File: config.mk
export PLATFORM = sky130hd
export DESIGN_NAME = ram_sp_be
export DESIGN_NICKNAME = d
export VERILOG_FILES = /design/src/rtl/ram_sp_be.sv
export SDC_FILE = /design/constraint.sdc
export NUM_CORES = 1
export LEC_CHECK = 0
export BUFFER_PORTS_ARGS = -buffer_cell sky130_fd_sc_hd__buf_2
export CAP_MARGIN = 20
export CORE_MARGIN = 4
export CORE_UTILIZATION = 42
export DETAILED_ROUTE_END_ITERATION = 8
export SLEW_MARGIN = 10
export SYNTH_ARGS = -nofsm -noshare
export SYNTH_HDL_FRONTEND = slang
export SYNTH_SLANG_ARGS = --single-unit
File: constraint.sdc
create_clock -name clk -period 2.6 [get_ports clk]
set_input_delay 0.13 -clock clk [delete_from_list [all_inputs] [get_ports clk]]
set_output_delay 0.13 -clock clk [all_outputs]
set_load 0.005 [all_outputs]
File: src/rtl/ram_sp_be.sv
`default_nettype none
// ============================================================================
// Module      : ram_sp_be
// Description : Single-port RAM with byte-lane write enables, pipelined reads
//               (latency 1 or 2), selectable read-during-write behaviour and
//               an optional zero-fill engine that runs after reset.
// Revision    : 1.0 - initial release
// ============================================================================
module ram_sp_be #(
    parameter int DW             = 16,
    parameter int AW             = 4,
    parameter int OUT_REG        = 0,
    parameter int RDW_MODE       = 0,
    parameter int CLEAR_ON_RESET = 1
) (
    input  logic              clk,
    input  logic              rst,      // asynchronous, active-low
    input  logic [AW-1:0]     adr,
    input  logic [DW-1:0]     dat_w,
    input  logic              we,
    input  logic [DW/8-1:0]   be,
    input  logic              re,
    output logic [DW-1:0]     dat_r,
    output logic              rvalid,
    output logic              busy
);

    localparam int c_nb    = DW / 8;
    localparam int c_depth = 2 ** AW;

    // Byte lanes only make sense for whole bytes; refuse anything else.
    if ((DW % 8) != 0 || DW < 8) begin : g_bad_dw
        $error("ram_sp_be: DW must be a non-zero multiple of 8");
    end

    typedef enum logic [0:0] {
        S_IDLE  = 1'b0,
        S_CLEAR = 1'b1
    } state_t;

    // Reset lands in CLEAR only when the zero-fill engine is enabled.
    localparam state_t c_rst_state = (CLEAR_ON_RESET != 0) ? S_CLEAR : S_IDLE;

    state_t          r_state;
    state_t          w_state_nxt;
    logic [AW-1:0]   r_cnt;
    logic [AW-1:0]   w_cnt_nxt;
    logic            w_busy;
    logic            w_acc_we;
    logic            w_acc_re;

    logic [DW-1:0]   r_mem [c_depth];

    logic            w_wr_en;
    logic [AW-1:0]   w_wr_adr;
    logic [DW-1:0]   w_wr_data;
    logic [c_nb-1:0] w_wr_mask;
    logic [DW-1:0]   w_rd_data;

    logic [DW-1:0]   r_dat_r;
    logic            r_rvalid;

    assign w_busy   = (r_state == S_CLEAR);
    assign w_acc_we = we & ~w_busy;
    assign w_acc_re = re & ~w_busy;

    assign busy     = w_busy;
    assign dat_r    = r_dat_r;
    assign rvalid   = r_rvalid;

    // Clear-engine state and address counter.
    always_ff @(posedge clk or negedge rst) begin
        if (!rst) begin
            r_state <= c_rst_state;
            r_cnt   <= '0;
        end else begin
            r_state <= w_state_nxt;
            r_cnt   <= w_cnt_nxt;
        end
    end

    // Clear engine walks every address once, leaving after the last one.
    always_comb begin
        w_state_nxt = r_state;
        w_cnt_nxt   = r_cnt;
        case (r_state)
            S_CLEAR: begin
                w_cnt_nxt = r_cnt + 1'b1;
                if (&r_cnt) begin
                    w_state_nxt = S_IDLE;
                end
            end
            default: begin
                w_state_nxt = S_IDLE;
            end
        endcase
    end

    // Write-port source: the clear engine owns the port while busy.
    always_comb begin
        w_wr_en   = 1'b0;
        w_wr_adr  = adr;
        w_wr_data = dat_w;
        w_wr_mask = be;
        if (w_busy) begin
            w_wr_en   = 1'b1;
            w_wr_adr  = r_cnt;
            w_wr_data = '0;
            w_wr_mask = '1;
        end else if (w_acc_we) begin
            w_wr_en   = 1'b1;
        end
    end

    // Memory array: per-lane masked write, never reset.
    always_ff @(posedge clk) begin
        if (w_wr_en) begin
            for (int i = 0; i < c_nb; i++) begin
                if (w_wr_mask[i]) begin
                    r_mem[w_wr_adr][8*i +: 8] <= w_wr_data[8*i +: 8];
                end
            end
        end
    end

    // Read data, optionally forwarding the lanes being written this cycle.
    always_comb begin
        w_rd_data = r_mem[adr];
        if (RDW_MODE != 0 && w_acc_we) begin
            for (int i = 0; i < c_nb; i++) begin
                if (be[i]) begin
                    w_rd_data[8*i +: 8] = dat_w[8*i +: 8];
                end
            end
        end
    end

    if (OUT_REG != 0) begin : g_out_reg
        logic [DW-1:0] r_s1_dat;
        logic          r_s1_vld;

        // Two-stage read pipeline; dat_r only moves when a result arrives.
        always_ff @(posedge clk or negedge rst) begin
            if (!rst) begin
                r_s1_dat <= '0;
                r_s1_vld <= 1'b0;
                r_dat_r  <= '0;
                r_rvalid <= 1'b0;
            end else begin
                r_s1_vld <= w_acc_re;
                if (w_acc_re) begin
                    r_s1_dat <= w_rd_data;
                end
                r_rvalid <= r_s1_vld;
                if (r_s1_vld) begin
                    r_dat_r <= r_s1_dat;
                end
            end
        end
    end else begin : g_no_out_reg
        // Single-stage read; dat_r only moves when a result arrives.
        always_ff @(posedge clk or negedge rst) begin
            if (!rst) begin
                r_dat_r  <= '0;
                r_rvalid <= 1'b0;
            end else begin
                r_rvalid <= w_acc_re;
                if (w_acc_re) begin
                    r_dat_r <= w_rd_data;
                end
            end
        end
    end

endmodule
`default_nettype wire

---- Word-level counts from Yosys, hierarchy flattened ----
Memories as Yosys holds them, arrays and structs flattened. A register that Yosys moved wholly into a read port is not among the register bits.
Index checks and enable logic that the tools add are counted.
storage, ports and cells
  bits in registers ....................... 6
  bits in writable memories ............... 256
  word-level logic and storage cells ...... 23
  memories kept ........................... 1
cells by class
  $add $sub $neg .......................... 1
  muxes and demuxes ....................... 13
  bitwise gates (word level) .............. 3
  reductions and logical operators ........ 2
memories
  name   words  bits a word  rd ports  clocked after Yosys merged registers in  write ports  line  text
  r_mem  16     16           1         1                                        1            52    logic [DW-1:0] r_mem [c_depth];
operators by type and width
  cell                   number
  $mux W16               1
  $mux W1                10
  $add A4 B1 Y4 const B  1
  $mux W4                1
  $reduce_and A4 Y1      1
  $and A1 B1 Y1          2
  $mux W2                1
  $logic_not A1 Y1       1
  $not A1 Y1             1

---- Longest topological paths before layout ----
  word-level depth ........................ 6
  depth in mapped cells ................... 7
  mapped depth without buffers ............ 4

---- Worst setup path before layout ----
Ideal clock, no wire load.
  kind .................................... flip-flop to flip-flop
  from .................................... register r_state, in the netlist busy
  to ...................................... memory r_mem[5][0], enable pin
  arrival ................................. 1.484 ns
  data required time ...................... 2.230 ns
  slack ................................... 0.746 ns
  cell stages (with the launch flop) ...... 6
  cells stage by stage .................... dfstp_2 buf_2 nand2_1 o32ai_1 nand2_1 nor2_1
on the way
  cells in the longest elaborated chain, start to end .. 6
  elaborated cells on any way between the ends .. 9
  those cells by class .................... mux: 7; bitwise: 2
RTL lines
  element                        line  text
  start, declared                44    state_t r_state;
  start signal, assigned         74    r_state <= c_rst_state;
  start signal, assigned         77    r_state <= w_state_nxt;
  $not A1 Y1                     64    assign w_acc_we = we & ~w_busy;
  $and A1 B1 Y1                  64
  $mux W1                        110   end else if (w_acc_we) begin
  $mux W1                        105   if (w_busy) begin
  $mux W1                        117   if (w_wr_en) begin
  $mux W1 (implied by the code)  120   r_mem[w_wr_adr][8*i +: 8] <= w_wr_data[8*i +: 8];
  end, declared                  52
Several ways; a longest one is shown, not always the timed one.

---- Worst setup path after layout ----
  from .................................... register r_state, in the netlist busy
  to ...................................... memory r_mem[9][9], enable pin
The elaborated chain is that of the path after synthesis.

==> results.sh <==
export IMPL_async_reset_ff_frac=0.0791
export IMPL_crit_buf_inv=1
export IMPL_drcViolationCount=0
export IMPL_drt_antenna_violating_nets=0
export IMPL_grt_pass1_vias=6384
export IMPL_pwr_density_cell_nw_per_um2=747
export IMPL_seq_area_frac_synth=0.742
export IMPL_vdd_drop_max_mv=0.674
export IMPL_crit_fanout=34
export IMPL_fmaxAchievable_mhz=448
export IMPL_drv_cap=0
export IMPL_routed_via_density=5.42
export IMPL_syn_to_final_growth_pct=16.4
export IMPL_synth_commonest_cells="256 x edfxtp_1, 128 x mux2i_1, 72 x nand2_1, 37 x nand3_1, 36 x a22oi_1"
export IMPL_avgSynthCellArea_um2=15.9
export IMPL_clock_sinks=278
export IMPL_status="completed"
export IMPL_final_hold_viol_count=0
export IMPL_cp_required_ns=2.77
export IMPL_setup_viol=0
export IMPL_worst_pin_slew_ns=0.813
export IMPL_critical_path_class="reg2reg"
export IMPL_hold_class="in2reg"
export IMPL_core_um2=26100
export IMPL_row_count=59
export IMPL_ys_ff_latch=278
export IMPL_synthesis_nets=724
export IMPL_dr_first_iter_drc_count=570
export IMPL_synth_top_area_share=0.693
export IMPL_port_buffers=43
export IMPL_vias=6184
export IMPL_yosysTopAreaCell="edfxtp_1"
export IMPL_synth_most_common_cell="edfxtp_1"
export IMPL_die_h_um=171
export IMPL_dp_cells=1087
export IMPL_firstDrtPassIters=5
export IMPL_wl_um=24900
export IMPL_die_area_um2=29100
export IMPL_fin_ws_ns=0.368
export IMPL_die_x_um=171
export IMPL_tns_ns=0
export IMPL_worstPathCellList="buf_12, nor2b_1, a32o_1, nand2_1, nor2_1"
export IMPL_layout_drive_gt1_share=0.185
export IMPL_clockBufferDepth=3
export IMPL_antenna_found_initial=0
export IMPL_power_total_mw=9.65
export IMPL_final_cells=1141
export IMPL_wl_per_cell_um=21.8
export IMPL_fill_cells=2201
export IMPL_num_nets_final=811
export IMPL_grt_first_pass_wirelength_um=38000
export IMPL_p_leak_nw=4.73
export IMPL_grt_overflow=0
export IMPL_cp_slowest_stage_delay_ns=0.62
export IMPL_cts_buffers=28
export IMPL_initial_utilization=0.426
export IMPL_fin_crit_sh=0.858
export IMPL_h_tree_depth=1
export IMPL_dpl_cell_area_um2=11900
export IMPL_cts_tree="yes"
export IMPL_cp_start_kind="flop"
export IMPL_netlist_area_um2=11100
export IMPL_cp_slowest_cell="nor2_1"
export IMPL_synth_edf_count=256
export IMPL_rsz0062_at_grt="no"
export IMPL_ioPinCount=44
export IMPL_hpwl_um=16100
export IMPL_crit_arrival_ns=2.40
export IMPL_synthTopCellsByArea="edfxtp_1 69%, mux2i_1 12%, dfrtp_1 4.7%"
export IMPL_grt_max_degree=65
export IMPL_fin_crit_ns=2.23
export IMPL_grt_use_total=0.172
export IMPL_syn_inst=697
export IMPL_cts_setup_buffers=0
export IMPL_num_antenna_cells=0
export IMPL_path_clk_slew_ns=0.06
export IMPL_skew_ns=0.00824
export IMPL_report_final_slew_viol_count=0
export IMPL_critPathCaptureType="flop"
export IMPL_final_area_um2=12900
export IMPL_max_slew_margin_rel=0.456
export IMPL_netlist_cell_type_count=38
export IMPL_insertion_delay_ns=0.54
export IMPL_fin_hold_ws_ns=0.0475
export IMPL_cts_root_buf="clkbuf_16"
export IMPL_postLayoutCoreUtil=0.496
export IMPL_cts_resized=0
export IMPL_ys_flop_type="edfxtp_1"
export IMPL_gp_congestion=0.875
export IMPL_synth_warnings=0
export IMPL_post_place_ws_ns=0.368
export IMPL_crit_family="simple AND/OR/NAND/NOR gates"
[final cells by class]
type | instances | area, µm² | area share
inverters | 4 | 15.0 | 0.00116
clock inverters | 11 | 139 | 0.0107
well taps | 335 | 419 | 0.0324
repair buffers | 95 | 654 | 0.0506
multi-input cells | 377 | 2620 | 0.203
clock buffers | 41 | 831 | 0.0643
flip-flops and latches | 278 | 8240 | 0.638
[cell families after synthesis]
kind of cell	count (synthesis)	share of synthesized area
AO/OA/AOI/OAI	61	0.0400
XOR/XNOR	3	0.00237
adder cells (fa/ha/maj)	1	0.00113
buffers and inverters	42	0.0222
flip-flops	278	0.742
multiplexers	129	0.116
AND/OR/NAND/NOR	183	0.0756
[worst paths after layout]
| check | start | endpoint | slack [ns] | depth (start not counted) |
|---|---|---|---|---|
| max reg2reg | busy$_DFF_PN1_ | r_mem[9][9]$_DFFE_PP_ | 0.37 | 5 |
| min | dat_w[3] | r_mem[9][3]$_DFFE_PP_ | 0.05 | 2 |
| max | busy$_DFF_PN1_ | r_mem[9][9]$_DFFE_PP_ | 0.37 | 5 |
| max in group asynchronous | rst | r_cnt[3]$_DFFE_PN0P_ | 2.04 | 2 |
| min in group asynchronous | rst | dat_r[9]$_DFFE_PN0P_ | 0.14 | 2 |
| min reg2reg | dat_r[12]$_DFFE_PN0P_ | dat_r[12]$_DFFE_PN0P_ | 0.47 | 2 |
[sequential cells by signal, summed over array words and instances (netlist names)]
name    count
rvalid      1
r_cnt       4
r_mem     256
busy        1
dat_r      16
[power by group]
part           switching [mW]  internal, mW  total, mW
sequential             0.0311          4.95       4.98
clock                    1.63          2.51       4.14
combinational           0.335         0.194      0.529
total                    2.00          7.65       9.65
[placed cells by master (no fill, tap or decap), drive strengths merged, types with 19 or more instances in the layout]
cell and n:
nor2b 19, buf 93, nand3 37, nor2 35
mux2i 128, edfxtp 256, dfrtp 21, nand2 72
clkbuf 41, a22oi 36
[routing by layer]
metal / up-vias / global-route usage / share of wire
li1: 2831 / - / -
met1: 3127 / 0.230 / 0.43
met2: 181 / 0.295 / 0.49
met3: 45 / 0.0245 / 0.047
met4: 0 / 0.0486 / 0.026
met5: - / 0 / 0
[what timing repair did]
action	CTS	global route
endpoints found under the hold margin	24	0
endpoints found under the setup margin	0	0
hold buffers	2	0
(Power assumes the default switching activity.)
